--- src/rtl/bram_port_ctrl_pkg.sv ---
// Shared constants and types for the BRAM port request/response controller.
// BRAM_RD_LATENCY sets the depth of the read-return pipeline.
package bram_ctrl_pkg;

  localparam int BRAM_RD_LATENCY = 2;
  localparam int DEF_AWIDTH      = 12;
  localparam int DEF_DWIDTH      = 253;

  typedef struct packed {
    logic                  wr;
    logic [DEF_AWIDTH-1:0] addr;
    logic [DEF_DWIDTH-1:0] data;
  } req_t;

endpackage

--- src/rtl/bram_port_ctrl_if.sv ---
// Request, response and BRAM-port signal bundle for one bram_port_ctrl instance.
// The slave modport is the controller view; the master modport is the requester/BRAM side.
interface bram_port_ctrl_if
  import bram_ctrl_pkg::*;
#(
  parameter int AWIDTH = DEF_AWIDTH,
  parameter int DWIDTH = DEF_DWIDTH
) ();

  // Handshakes: a transfer happens on a rising edge where valid and ready are both
  // high; the producer holds its payload stable until then, and ready never depends on valid.
  logic              req_valid;
  logic              req_ready;
  logic              req_wr;
  logic [AWIDTH-1:0] req_addr;
  logic [DWIDTH-1:0] req_data;
  logic              resp_valid;
  logic              resp_ready;
  logic [DWIDTH-1:0] resp_data;
  logic [AWIDTH-1:0] bram_address;
  logic [DWIDTH-1:0] bram_data;
  logic              bram_rden;
  logic              bram_wren;
  logic [DWIDTH-1:0] bram_q;

  modport slave (
    input  req_valid, req_wr, req_addr, req_data, resp_ready, bram_q,
    output req_ready, resp_valid, resp_data, bram_address, bram_data, bram_rden, bram_wren
  );

  modport master (
    output req_valid, req_wr, req_addr, req_data, resp_ready, bram_q,
    input  req_ready, resp_valid, resp_data, bram_address, bram_data, bram_rden, bram_wren
  );

endinterface

--- src/rtl/bram_port_ctrl_resp_fifo.sv ---
// Circular response FIFO with naturally wrapping pointers and an occupancy count.
// Storage is left unreset; only pointers and count are cleared.
module bram_resp_fifo #(
  parameter int WIDTH = 253,
  parameter int DEPTH = 4
) (
  input  logic                       clock,
  input  logic                       reset_n,
  input  logic                       push,
  input  logic [WIDTH-1:0]           push_data,
  input  logic                       pop,
  output logic [WIDTH-1:0]           head_data,
  output logic                       full,
  output logic                       empty,
  output logic [$clog2(DEPTH):0]     count
);

  localparam int PW = $clog2(DEPTH);
  localparam int CW = PW + 1;

  logic [WIDTH-1:0] mem [DEPTH];
  logic [PW-1:0]    wr_ptr;
  logic [PW-1:0]    rd_ptr;
  logic [CW-1:0]    cnt;
  logic             pop_en;

  // A pop only retires an existing head, so pop while empty-but-pushing is ignored.
  assign pop_en    = pop && !empty;
  assign full      = (cnt == CW'(DEPTH));
  assign empty     = (cnt == '0);
  assign count     = cnt;
  assign head_data = mem[rd_ptr];

  always_ff @(posedge clock) begin
    if (push) mem[wr_ptr] <= push_data;
  end

  always_ff @(posedge clock) begin
    if (!reset_n) begin
      wr_ptr <= '0;
      rd_ptr <= '0;
      cnt    <= '0;
    end else begin
      if (push)   wr_ptr <= wr_ptr + 1'b1;
      if (pop_en) rd_ptr <= rd_ptr + 1'b1;
      cnt <= cnt + CW'(push) - CW'(pop_en);
    end
  end

  overflow_a: assert property (@(posedge clock) disable iff (!reset_n) !(push && full));

endmodule

--- src/rtl/bram_port_ctrl.sv ---
// Front end for one BRAM port: accepts read/write requests, drives the BRAM directly,
// tracks in-flight reads with a credit counter and buffers returned data in order.
module bram_port_ctrl
  import bram_ctrl_pkg::*;
#(
  parameter int AWIDTH     = DEF_AWIDTH,
  parameter int DWIDTH     = DEF_DWIDTH,
  parameter int RESP_DEPTH = 4
) (
  input logic             clock,
  input logic             reset_n,
  bram_port_ctrl_if.slave bus
);

  localparam int CW = $clog2(RESP_DEPTH) + 1;

  logic                       acc;
  logic                       rd_acc;
  logic                       wr_acc;
  logic                       pop;
  logic [BRAM_RD_LATENCY-1:0] rd_pipe;
  logic [CW-1:0]              outstanding;
  logic [AWIDTH-1:0]          req_addr;
  logic                       fifo_full;
  logic                       fifo_empty;
  logic [CW-1:0]              fifo_count;

  // Credits cover reads still in the BRAM pipe plus those parked in the FIFO,
  // so a push can never land on a full FIFO.
  assign bus.req_ready = reset_n && (outstanding < CW'(RESP_DEPTH));

  assign acc      = bus.req_valid && bus.req_ready;
  assign rd_acc   = acc && !bus.req_wr;
  assign wr_acc   = acc && bus.req_wr;
  assign pop      = bus.resp_valid && bus.resp_ready;
  assign req_addr = bus.req_addr;

  assign bus.bram_rden    = rd_acc;
  assign bus.bram_wren    = wr_acc;
  assign bus.bram_address = req_addr;
  assign bus.bram_data    = bus.req_data;
  assign bus.resp_valid   = !fifo_empty;

  always_ff @(posedge clock) begin
    if (!reset_n) begin
      rd_pipe     <= '0;
      outstanding <= '0;
    end else begin
      rd_pipe     <= {rd_pipe[BRAM_RD_LATENCY-2:0], rd_acc};
      outstanding <= outstanding + CW'(rd_acc) - CW'(pop);
    end
  end

  bram_resp_fifo #(
    .WIDTH (DWIDTH),
    .DEPTH (RESP_DEPTH)
  ) u_resp_fifo (
    .clock     (clock),
    .reset_n   (reset_n),
    .push      (rd_pipe[BRAM_RD_LATENCY-1]),
    .push_data (bus.bram_q),
    .pop       (pop),
    .head_data (bus.resp_data),
    .full      (fifo_full),
    .empty     (fifo_empty),
    .count     (fifo_count)
  );

  credit_cover_a: assert property (@(posedge clock) disable iff (!reset_n)
    fifo_count <= outstanding);
  full_credit_a: assert property (@(posedge clock) disable iff (!reset_n)
    fifo_full |-> (outstanding == CW'(RESP_DEPTH)));

endmodule

--- src/flat_wrapper.sv ---
// flat-port wrapper written by rule: the top's interface ports become plain ports
module bram_port_ctrl_flat import bram_ctrl_pkg::*;
#(
  parameter int AWIDTH     = DEF_AWIDTH,
  parameter int DWIDTH     = DEF_DWIDTH,
  parameter int RESP_DEPTH = 4
)
  (clock, reset_n, bus_req_valid, bus_req_wr, bus_req_addr, bus_req_data, bus_resp_ready, bus_bram_q, bus_req_ready, bus_resp_valid, bus_resp_data, bus_bram_address, bus_bram_data, bus_bram_rden, bus_bram_wren);
  bram_port_ctrl_if #(.AWIDTH(AWIDTH), .DWIDTH(DWIDTH)) bus_i ();
  input logic clock;
  input logic reset_n;
  input wire logic [$bits(bus_i.req_valid)-1:0] bus_req_valid;
  input wire logic [$bits(bus_i.req_wr)-1:0] bus_req_wr;
  input wire logic [$bits(bus_i.req_addr)-1:0] bus_req_addr;
  input wire logic [$bits(bus_i.req_data)-1:0] bus_req_data;
  input wire logic [$bits(bus_i.resp_ready)-1:0] bus_resp_ready;
  input wire logic [$bits(bus_i.bram_q)-1:0] bus_bram_q;
  output wire logic [$bits(bus_i.req_ready)-1:0] bus_req_ready;
  output wire logic [$bits(bus_i.resp_valid)-1:0] bus_resp_valid;
  output wire logic [$bits(bus_i.resp_data)-1:0] bus_resp_data;
  output wire logic [$bits(bus_i.bram_address)-1:0] bus_bram_address;
  output wire logic [$bits(bus_i.bram_data)-1:0] bus_bram_data;
  output wire logic [$bits(bus_i.bram_rden)-1:0] bus_bram_rden;
  output wire logic [$bits(bus_i.bram_wren)-1:0] bus_bram_wren;
  assign bus_i.req_valid = bus_req_valid;
  assign bus_i.req_wr = bus_req_wr;
  assign bus_i.req_addr = bus_req_addr;
  assign bus_i.req_data = bus_req_data;
  assign bus_i.resp_ready = bus_resp_ready;
  assign bus_i.bram_q = bus_bram_q;
  assign bus_req_ready = bus_i.req_ready;
  assign bus_resp_valid = bus_i.resp_valid;
  assign bus_resp_data = bus_i.resp_data;
  assign bus_bram_address = bus_i.bram_address;
  assign bus_bram_data = bus_i.bram_data;
  assign bus_bram_rden = bus_i.bram_rden;
  assign bus_bram_wren = bus_i.bram_wren;
  bram_port_ctrl #(.AWIDTH(AWIDTH), .DWIDTH(DWIDTH), .RESP_DEPTH(RESP_DEPTH)) u_core (.clock(clock), .reset_n(reset_n), .bus(bus_i));
endmodule
--- config.mk ---
export PLATFORM = sky130hd
export DESIGN_NAME = bram_port_ctrl_flat
export DESIGN_NICKNAME = d
export VERILOG_FILES = /design/src/rtl/bram_port_ctrl_pkg.sv /design/src/rtl/bram_port_ctrl_if.sv /design/src/rtl/bram_port_ctrl_resp_fifo.sv /design/src/rtl/bram_port_ctrl.sv /design/src/flat_wrapper.sv
export SDC_FILE = /design/constraint.sdc
export NUM_CORES = 1
export LEC_CHECK = 0
export CORE_AREA = 2 2 409 411
export CTS_CLUSTER_DIAMETER = 120
export DETAILED_ROUTE_END_ITERATION = 16
export DIE_AREA = 0 0 411 413
export PLACE_DENSITY_LB_ADDON = 0.05
export RECOVER_POWER = 100
export SLEW_MARGIN = 20
export SYNTH_ARGS = -nofsm -noshare
export SYNTH_HDL_FRONTEND = slang
export SYNTH_SLANG_ARGS = --single-unit
export TNS_END_PERCENT = 20
--- constraint.sdc ---
create_clock -name clock -period 16.48 [get_ports clock]
set_input_delay 4.12 -clock clock [delete_from_list [all_inputs] [get_ports clock]]
set_output_delay 4.12 -clock clock [all_outputs]
set_load 0.03 [all_outputs]
==> metrics.md, run 1 <==
| Metric | Value |
|---|---|
| Status | finished with violations |
| Violated checks | max-capacitance violations, max-slew violations |
| DRT iter0 DRCs | between 1k and 1.5k |
| Path type of the worst setup path | register to output pin |
| Max clock buf depth | 3 |
| Ys Warns | 0 |
| Sw frac | a little over a quarter |
| HP Class | register to register |
| Unique masters post-synth | 24 |
| PortBufs | roughly 510 |
| Net Switching | approximately 1.9 mW |
| Setup violations, final | 0 |
| Clock sinks | 1,026 |
| # resized after CTS | 0 |
| Worst Hold Depth | 2 |
| Initial antenna violation count | 90 |
| Setup_tns | 0 ns |
| Power per cell area | between 100 and 150 nW/µm² |
| Total wire length | roughly 110,000 µm |
| Internal Power | just over 5 mW |
| Post-Syn Area | around 39,000 µm² |
| Reg2Reg Depth | 5 |
| Sequential area share after synthesis | between 70% and 80% |
| Sequential share of power | between 40% and 50% |
| Largest delay share family, worst path | buffers and inverters |
| Fillcell total | ~16k |
| HPWL Detailed | roughly 68,000 µm |
| Post-route DRC | 0 |
| FF+latch count, synth | a little over 1k |
| CTS root buffer | clkbuf_16 |
| Sum of buffers and inverters on the critical path | 3 |
| CP endpoint kind | output pin |
| Io pins | around 1.0k |
| Max-Cap Viols | 27 |
| R2R setup slack | roughly 5.4 ns |
| RSZ-0062 raised after global routing | false |
| Min Tclk post-route | roughly 12 ns |
| Max VDD drop | just over 0.00009 V |
| Number of global-route vias before repair | around 19k |
| Yosys top cell by area | edfxtp_1 |
| Required time worst endpoint | ~12 ns |
| Hold_buf cts | 0 |
| Slowest cell on crit path | clkbuf_1 |
| Final critical-path share of the clock period | 72.2% |
| Arr. time, crit path | 7.78 ns |
| Leak Pwr | between 10 and 15 nW |
| Largest net degree at the start of global routing | slightly below 100 |
| Drt wl/cell | between 20 and 30 µm |
| Register area | a little over 30,000 µm² |
| Initial Utilization | a little under a quarter |
| Combinational share of power | a little over a fifth |
| Final Hold Viols | 0 |
| First-pass iteration count of the detailed router | 5 |
| Worst Clk Skew | between 0.015 and 0.02 ns |
| First-pass GRT wire length | 150,000 µm |
| Worst reg2reg endpoint | u_core.u_resp_fifo.mem[3][106]$_DFFE_PP_ |
| CTS tree | done |
| Min-Delay Startpoint | u_core.u_resp_fifo.rd_ptr[1]$_SDFFE_PN0P_ |
| Most area-consuming cells after synthesis | edfxtp_1 (78%), mux4_2 (15%), buf_4 (5.1%) |
| H-Tree Depth | 3 |
| Worst-margin pin slew | 7.49 ns |
| Clk pwr share | between 30% and 40% |
| Final max-slew violation count | approximately 1.2k |
| Max stage delay on crit path | approximately 2.5 ns |
| RR Startpoint | u_core.u_resp_fifo.wr_ptr[0]$_SDFFE_PN0P_ |
| Crit-path cells | clkbuf_1 -> buf_12 -> mux4_2 -> dlygate4sd3_1 |
| GR Util All Layers | 12.5% |
| Crit path launch type | register |
| DRT antenna net count | 0 |
| Nets | roughly 2.5k |
| Synthesized instance count | around 1.7k |
| Hold WS | 0.468 ns |
| Site row count | 150 |
| Reg clk slew, reported paths | 0.06 ns |
| Peak Freq | 84.0 MHz |
| Die area | ~170,000 µm² |
| CP Max Fanout | around 90 |
| Top-area cell type share of the netlist area | 77.6% |
| Synthesis-to-layout area growth | 24.6% |
| RD Place Congestion | ~0.67 |
| Vias | 17.7k |
| Clock latency on the worst-skew pair | between 0.7 and 0.8 ns |
| Share of layout cells above drive strength 1 | around a fifth |
| Die span in y | approximately 410 µm |
| Die W | 411 µm |
| Syn_area_per_cell | between 20 and 25 µm² |
| Core area | 166,000 µm² |
| GRT overflow | 0 |
| Num CTS Buffers | approximately 120 |
| Syn nets | approximately 2.2k |
| Multi-input logic area | between 6000 and 7000 µm² |
| Slew margin rel. | -400% |
| Post-CTS Setup Bufs | 0 |
| Via density | 4.10 |
-- cell type report --
cell class | instances | share of cell area, %
diodes | 19 | 0.0974
flip-flops and latches | 1026 | 62.9
well taps | 2204 | 5.65
clock inverters | 78 | 1.45
clock buffers | 146 | 6.53
repair buffers | 544 | 10.9
inverters | 7 | 0.0538
multi-input cells | 297 | 12.5
-- power groups by stage --
stage	registers, mW	logic [mW]	clock network (mW)
6_report	2.94	1.50	2.60
5_1_grt	2.95	1.61	2.81
2_1_floorplan	2.97	1.11	0
4_1_cts	2.94	1.63	2.72
3_5_place_dp	3.00	1.62	0
3_3_place_gp	2.99	1.62	0
-- per-layer routing --
metal	vias to the layer above	GRT usage (%)	share of wire, %
li1	7293	-	-
met2	818	18.3	43
met3	306	6.43	12
met5	-	0.198	0.30
met1	9240	15.9	42
met4	48	4.28	3.1
-- layout by cell type, fill, tap and decap left out, types with 2 or more instances in the layout --
master	count
clkbuf_1	44
clkdlybuf4s50_1	8
and2_0	6
mux4_2	253
diode_2	19
bufinv_16	13
inv_6	2
dfxtp_1	13
fa_1	2
edfxtp_1	1012
inv_1	7
o31a_1	2
ha_1	8
nand2_1	2
mux2i_1	4
clkinv_2	27
nand2b_1	2
nor2_1	2
nor2b_1	6
clkinvlp_4	4
dlygate4sd3_1	506
clkbuf_16	124
and2_1	2
clkinv_1	31
xnor3_1	2
buf_4	6
-- how the worst max path moves through the flow --
stage | end | cells past startpoint | slack [ns] | from
finish | bus_resp_data[236] | 4 | 4.58 | register
global route | bus_resp_data[1] | 4 | 3.40 | register
CTS | bus_bram_wren | 4 | 6.40 | reset_n
detailed placement | bus_bram_wren | 4 | 6.41 | reset_n
global placement | bus_bram_wren | 4 | 6.42 | reset_n
floorplan | bus_bram_wren | 2 | 7.34 | reset_n
-- per-stage QoR --
step	power [mW]	instances	area, µm²	utilization, %	setup WS, ns
floorplan	4.08	1652	39200	-	7.34
global placement	4.62	4078	45000	27.1	6.42
detailed placement	4.61	4078	45000	27.1	6.41
CTS	7.29	4302	48900	29.4	6.40
global route	7.37	4311	48800	29.4	3.40
finish	7.04	4321	48800	29.4	4.58
-- worst min-delay path: cells and delay by family (launching register included) --
kind / cells / cell delay, ns
muxes: 1 / 0.07
DFF: 1 / 0.30
and+or+nand+nor: 1 / 0.05
-- logic make-up after synthesis --
logic type,after synthesis,synth area share (%)
flip-flops,1026,78.3
buffers and inverters,329,6.14
multiplexers,257,14.6
AND/OR/NAND/NOR,24,0.361
adder cells (fa/ha/maj),10,0.358
AO/OA/AOI/OAI,3,0.0671
XOR/XNOR,3,0.137
-- cell usage after synthesis --
| master | n |
|---|---|
| buf_4 | 265 |
| buf_2 | 28 |
| clkbuf_1 | 10 |
| ha_1 | 8 |
| xor2_1 | 1 |
| xnor3_1 | 2 |
| edfxtp_1 | 1012 |
| nand2b_1 | 2 |
| dfxtp_1 | 14 |
| nand2_1 | 2 |
| nor2_1 | 2 |
| or2_2 | 1 |
| nor2b_1 | 6 |
| buf_6 | 19 |
| mux4_2 | 253 |
| mux2i_1 | 4 |
| o31a_1 | 2 |
| nand3b_1 | 1 |
| and2_1 | 8 |
| or3_1 | 1 |
| fa_1 | 2 |
| and3_1 | 1 |
| inv_1 | 7 |
| o311ai_0 | 1 |
-- registers in the layout, indices dropped and copies added, names as in the netlist, named ones only --
name / flops
u_core.outstanding: 3
u_core.rd_pipe: 2
u_core.u_resp_fifo.count: 3
u_core.u_resp_fifo.mem: 1012
u_core.u_resp_fifo.rd_ptr: 2
u_core.u_resp_fifo.wr_ptr: 2
Power figures use the tool's default switching activity.
==> run 2: changes to the inputs <==
==> constraint.sdc (replaced) <==
create_clock -name clock -period 9.8 [get_ports clock]
set_input_delay 2.45 -clock clock [delete_from_list [all_inputs] [get_ports clock]]
set_output_delay 2.45 -clock clock [all_outputs]
set_load 0.03 [all_outputs]
==> metrics.md, run 2 (synthesis results as in run 1) <==
| Metric | Value |
|---|---|
| Status | finished with violations |
| Violated checks | max-capacitance violations, max-slew violations |
| Slew margin rel. | -180% (+220 points) |
| Die area | 170,000 µm² (unchanged) |
| Post-route DRC | 0 (unchanged) |
| HPWL Detailed | 66,400 µm (-2.7%) |
| H-Tree Depth | 3 (unchanged) |
| Clock latency on the worst-skew pair | 0.72 ns (about the same) |
| Die span in y | 413 µm (unchanged) |
| First-pass GRT wire length | 150,000 µm (-0.54%) |
| First-pass iteration count of the detailed router | 6 (+1) |
| Setup_tns | 0 ns (unchanged) |
| Number of global-route vias before repair | 18.9k (-0.56%) |
| Vias | 17.6k (-0.46%) |
| Max VDD drop | 0.000145 V (+55%) |
| PortBufs | 514 (unchanged) |
| Min Tclk post-route | between 7 and 8 ns |
| Max-Cap Viols | 13 (-52%) |
| CTS tree | done |
| Site row count | 150 (unchanged) |
| Peak Freq | 138 MHz |
| Met2 Use GR | 18.0% (-0.28 points) |
| DRT iter0 DRCs | 880 (-13%) |
| Reg2Reg Depth | 3 (-2) |
| Setup violations, final | 0 (unchanged) |
| Io pins | 1,045 (unchanged) |
| Leak Pwr | 14.8 nW (-0.34%) |
| Setup WS post-layout | 2.55 ns (-2.03 ns) |
| Final critical-path share of the clock period | around three quarters |
| # resized after CTS | 0 (unchanged) |
| R2R setup slack | 2.55 ns (-2.80 ns) |
| Most flops, register | u_core.u_resp_fifo.mem |
| Initial antenna violation count | 96 (+6.7%) |
| CP endpoint kind | register |
| Total wire length | 108,000 µm (-0.89%) |
| Die W | 411 µm (unchanged) |
| Number of flip-flops in the largest register | 1,012 (unchanged) |
| Synthesis-to-layout area growth | 24.1% |
| GRT overflow | 0 (unchanged) |
| GR Util met3 | 7.19% (+0.76 points) |
| Post-place setup slack | 2.98 ns (-3.43 ns) |
| Worst-margin pin slew | 4.20 ns (-3.30 ns) |
| CP Max Fanout | 109 (+18%) |
| GR peak layer | met2 |
| HP Class | register to register |
| Core area | 166,000 µm² (unchanged) |
| Nets | 2,519 (-0.43%) |
| Required time worst endpoint | 10.03 ns (-2.33 ns) |
| Worst Hold Depth | 1 (-1) |
| RSZ-0062 raised after global routing | false |
| GRT met1 Usage | 15.4% (-0.43 points) |
| Drt wl/cell | 25.2 µm (-0.38%) |
| Worst Clk Skew | 0.0292 ns (+0.0124 ns) |
| Most frequent cells in the layout | edfxtp_1 (1,012), dlygate4sd3_1 (505), mux4_2 (253) |
| Commonest non-fill, non-tap cell in the layout | edfxtp_1 |
| Largest net degree at the start of global routing | 113 (+16%) |
| Final Hold Viols | 0 (unchanged) |
| Clock sinks | 1,026 (unchanged) |
| CTS root buffer | clkbuf_16 |
| Hold_buf cts | 0 (unchanged) |
| Arr. time, crit path | 7.48 ns (-0.30 ns) |
| Post-CTS Setup Bufs | 0 (unchanged) |
| Crit path launch type | register |
| Final max-slew violation count | 962 (-18%) |
| RD Place Congestion | 0.669 (+0.36%) |
| Fillcell total | 16.3k (+0.25%) |
| Power per cell area | 240 nW/µm² (+66%) |
| Path type of the worst setup path | register to register |
| Via density | 4.10 (about the same) |
| Reg clk slew, reported paths | 0.06 ns (about the same) |
| GR Util All Layers | 12.4% (-0.082 points) |
| Num CTS Buffers | 121 (unchanged) |
| Initial Utilization | 23.6% (unchanged) |
| DRT antenna net count | 0 (unchanged) |
| Max clock buf depth | 3 (unchanged) |
| Share of layout cells above drive strength 1 | 21.0% (+0.32 points) |
[run 2: cell count changes in the layout (fill, tap and decap cells not counted), sizes merged, moves of 2 or more]
| cell | previous run | this run |
|---|---|---|
| buf | 8 | 11 |
| bufinv | 13 | 7 |
| clkbuf | 168 | 156 |
| clkinv | 59 | 57 |
| clkinvlp | 4 | 2 |
| diode | 19 | 15 |
[run 2: through the flow]
step / utilization, % / hold WS [ns] / power, mW / std cells / instance area [µm²]
finish: 29.3 / 0.430 / 11.6 / 4299 / 48600
global route: 29.3 / 0.442 / 12.2 / 4293 / 48600
CTS: 29.3 / 0.433 / 12.1 / 4284 / 48700
detailed placement: 27.1 / 0.419 / 7.78 / 4067 / 45000
global placement: 27.1 / 0.428 / 7.77 / 4067 / 45000
floorplan: - / 0.412 / 6.86 / 1652 / 39200
[run 2: final cells by class]
cell class,count,area [µm²],share of cell area [%]
repair buffers,533,5320,10.9
inverters,7,26.3,0.0541
clock inverters,69,548,1.13
multi-input cells,297,6100,12.5
clock buffers,148,3150,6.48
well taps,2204,2760,5.67
diodes,15,37.5,0.0772
flip-flops and latches,1026,30700,63.1
[run 2: power breakdown]
group | switching, mW | total, mW | leakage [nW] | internal, mW
Clock | 1.75 | 4.20 | 1.83 | 2.45
Sequential | 0.0670 | 4.95 | 9.23 | 4.88
Combinational | 1.44 | 2.50 | 3.79 | 1.06
[run 2: path summary, 6_finish.rpt]
path | from | to
worst max-delay path | u_core.u_resp_fifo.wr_ptr[0]$_SDFFE_PN0P_ | u_core.u_resp_fifo.mem[1][147]$_DFFE_PP_
worst min-delay path | u_core.rd_pipe[0]$_SDFF_PN0_ | u_core.rd_pipe[1]$_SDFF_PN0_
worst max register to register | u_core.u_resp_fifo.wr_ptr[0]$_SDFFE_PN0P_ | u_core.u_resp_fifo.mem[1][147]$_DFFE_PP_
worst min register to register | u_core.rd_pipe[0]$_SDFF_PN0_ | u_core.rd_pipe[1]$_SDFF_PN0_
[run 2: metal layers]
metal | up-vias | routed length (µm)
met4 | 68 | 3300
met3 | 312 | 13600
met2 | 850 | 46600
met1 | 9125 | 44200
li1 | 7269 | -
met5 | - | 491
[run 2: worst max-delay path: stages, from the launching register on]
cell and delay, ns:
dfxtp_1 0.39, ha_1 0.17, and2_0 2.99, clkbuf_2 2.98
==> run 3: changes to the inputs <==
==> constraint.sdc (replaced) <==
create_clock -name clock -period 7.5 [get_ports clock]
set_input_delay 1.875 -clock clock [delete_from_list [all_inputs] [get_ports clock]]
set_output_delay 1.875 -clock clock [all_outputs]
set_load 0.03 [all_outputs]
==> metrics.md, run 3 (synthesis results as in run 1) <==
| Metric | Value |
|---|---|
| Synthesis-to-layout area growth | 25.0% |
| Reg clk slew, reported paths | 0.05 ns (about the same) |
| Hold WS | 0.462 ns (+0.0326 ns) |
| Largest delay share family, worst path | flip-flops |
| Crit path launch type | register |
| Hold_buf cts | 0 (unchanged) |
| HPWL Detailed | 67,700 µm (+2.0%) |
| Violated checks | max-capacitance violations, max-slew violations |
| Final Hold Viols | 0 (unchanged) |
| Post-CTS Setup Bufs | 0 (unchanged) |
| Largest net degree at the start of global routing | 112 (-0.88%) |
| Initial antenna violation count | 85 (-11%) |
| Register area | 30,700 µm² (about the same) |
| Sum of buffers and inverters on the critical path | 2 (+1) |
| Leak Pwr | 15.0 nW (+0.93%) |
| Drt wl/cell | 25.3 µm (+0.61%) |
| Reg2Reg Depth | 4 (+1) |
| CP endpoint kind | output pin |
| PortBufs | 514 (unchanged) |
| Commonest non-fill, non-tap cell in the layout | edfxtp_1 |
| Peak Freq | 163 MHz |
| Die span in y | 413 µm (unchanged) |
| Max VDD drop | 0.000225 V (+55%) |
| GR Util All Layers | 12.7% (+0.30 points) |
| GRT overflow | 0 (unchanged) |
| Share of layout cells above drive strength 1 | 20.7% (-0.32 points) |
| Via density | 4.10 (about the same) |
| Initial Utilization | 23.6% (unchanged) |
| Arr. time, crit path | 4.27 ns (-3.21 ns) |
| First-pass GRT wire length | 152,000 µm (+1.4%) |
| CP Max Fanout | 33 (-70%) |
| Nets | 2,539 (+0.79%) |
| HP Class | register to register |
| CTS tree | done |
| DRT iter0 DRCs | 889 (+1.0%) |
| Vias | 17.7k (+0.56%) |
| R2R setup slack | 1.42 ns (-1.13 ns) |
| Final critical-path share of the clock period | roughly four fifths |
| Die area | 170,000 µm² (unchanged) |
| Min-Delay Startpoint | u_core.rd_pipe[0]$_SDFF_PN0_ |
| Setup WS post-layout | 1.35 ns (-1.20 ns) |
| Power per cell area | 318 nW/µm² (+33%) |
| Site row count | 150 (unchanged) |
| Setup_tns | 0 ns (unchanged) |
| Io pins | 1,045 (unchanged) |
| Worst Hold Depth | 1 (unchanged) |
| Final max-slew violation count | 723 (-25%) |
| H-Tree Depth | 4 (+1) |
| DP Cell Count | 4,077 (+0.25%) |
| Post-route DRC | 0 (unchanged) |
| Status | finished with violations |
| Non-filler cells, final | 4,320 (+0.49%) |
| Path type of the worst setup path | register to output pin |
| Clock sinks | 1,026 (unchanged) |
| CTS root buffer | clkbuf_16 |
| Total wire length | 109,000 µm (+1.1%) |
| Worst Clk Skew | 0.0347 ns (+0.00549 ns) |
| Clock latency on the worst-skew pair | 0.77 ns (+0.05 ns) |
| First-pass iteration count of the detailed router | 7 (+1) |
| Most frequent cells in the layout | edfxtp_1 (1,012), dlygate4sd3_1 (499), mux4_2 (253) |
| Required time worst endpoint | 5.62 ns (-4.41 ns) |
| Slowest cell on crit path | dfxtp_2 |
| RD Place Congestion | 0.660 (-1.3%) |
| Slew margin rel. | -172% (+7.8 points) |
| DRT antenna net count | 0 (unchanged) |
| Number of flip-flops in the largest register | 1,012 (unchanged) |
| Min Tclk post-route | a little over 6 ns |
| Core area | 166,000 µm² (unchanged) |
| Min-Delay Endpoint | u_core.rd_pipe[1]$_SDFF_PN0_ |
| Max stage delay on crit path | 1.41 ns (-1.58 ns) |
| Most flops, register | u_core.u_resp_fifo.mem |
| Crit-path cells | buf_4 -> mux4_2 -> dlygate4sd3_1 |
| Number of global-route vias before repair | 19.3k (+2.1%) |
| DP Area | 45,100 µm² (+0.22%) |
| Multi-input logic area | 6100 µm² (unchanged) |
| Fillcell total | 16.2k (-0.26%) |
| Max clock buf depth | 3 (unchanged) |
| Worst-margin pin slew | 4.08 ns (-0.119 ns) |
| Die W | 411 µm (unchanged) |
| RSZ-0062 raised after global routing | false |
| Max-Cap Viols | 13 (unchanged) |
| Post-place setup slack | 1.88 ns (-1.11 ns) |
| Num CTS Buffers | 131 (+8.3%) |
| RR Startpoint | u_core.u_resp_fifo.wr_ptr[0]$_SDFFE_PN0P_ |
| Finished Cell Area | 49,000 µm² (+0.78%) |
| Worst reg2reg endpoint | u_core.u_resp_fifo.mem[2][241]$_DFFE_PP_ |
| # resized after CTS | 0 (unchanged) |
| Setup violations, final | 0 (unchanged) |
==> run 3: stage by stage <==
stage          util [%]  power [mW]
6_report           29.5        15.6
5_1_grt            29.5        16.3
4_1_cts            29.6        16.2
3_5_place_dp       27.2        10.2
3_3_place_gp       27.2        10.2
2_1_floorplan         -        8.96
==> run 3: final cells by class <==
cell class	instances	area share [%]
inverter	7	0.0536
timing repair buffer	543	11.1
antenna	13	0.0664
multi-input combinational	297	12.5
clock buffer	173	7.19
sequential	1026	62.6
tap	2204	5.63
clock inverter	57	0.886
==> run 3: layer usage <==
| metal | GRT usage [%] | vias to the layer above | routed length, µm | share of wire, % |
|---|---|---|---|---|
| li1 | - | 7321 | - | - |
| met1 | 15.6 | 9208 | 44500 | 41 |
| met2 | 18.6 | 839 | 47900 | 44 |
| met3 | 7.35 | 302 | 13200 | 12 |
| met4 | 4.41 | 52 | 3410 | 3.1 |
| met5 | 0.198 | - | 336 | 0.31 |
==> run 3: worst max path at each step <==
stage | to | start | cells past startpoint
4_1_cts | bus_resp_data[61] | register | 3
2_1_floorplan | u_core.u_resp_fifo.mem[0][0]$_DFFE_PP_ | u_core.u_resp_fifo.wr_ptr[0]$_SDFFE_PN0P_ | 3
6_report | bus_resp_data[81] | register | 3
3_3_place_gp | bus_bram_wren | reset_n | 4
3_5_place_dp | bus_bram_wren | reset_n | 4
5_1_grt | u_core.u_resp_fifo.mem[2][241]$_DFFE_PP_ | u_core.u_resp_fifo.wr_ptr[0]$_SDFFE_PN0P_ | 4
==> run 3: worst register-to-register path, delay by kind of cell (launching register included) <==
kind          cells  cell delay, ns
fa+ha+maj         1            0.14
buf+inv           2            2.07
flops             1            0.35
simple gates      1            2.92
==> run 3: power breakdown <==
part	switching (mW)	total [mW]	internal, mW
registers	0.103	6.48	6.38
clock network	2.37	5.80	3.43
logic	1.88	3.30	1.42
total	4.35	15.6	11.2
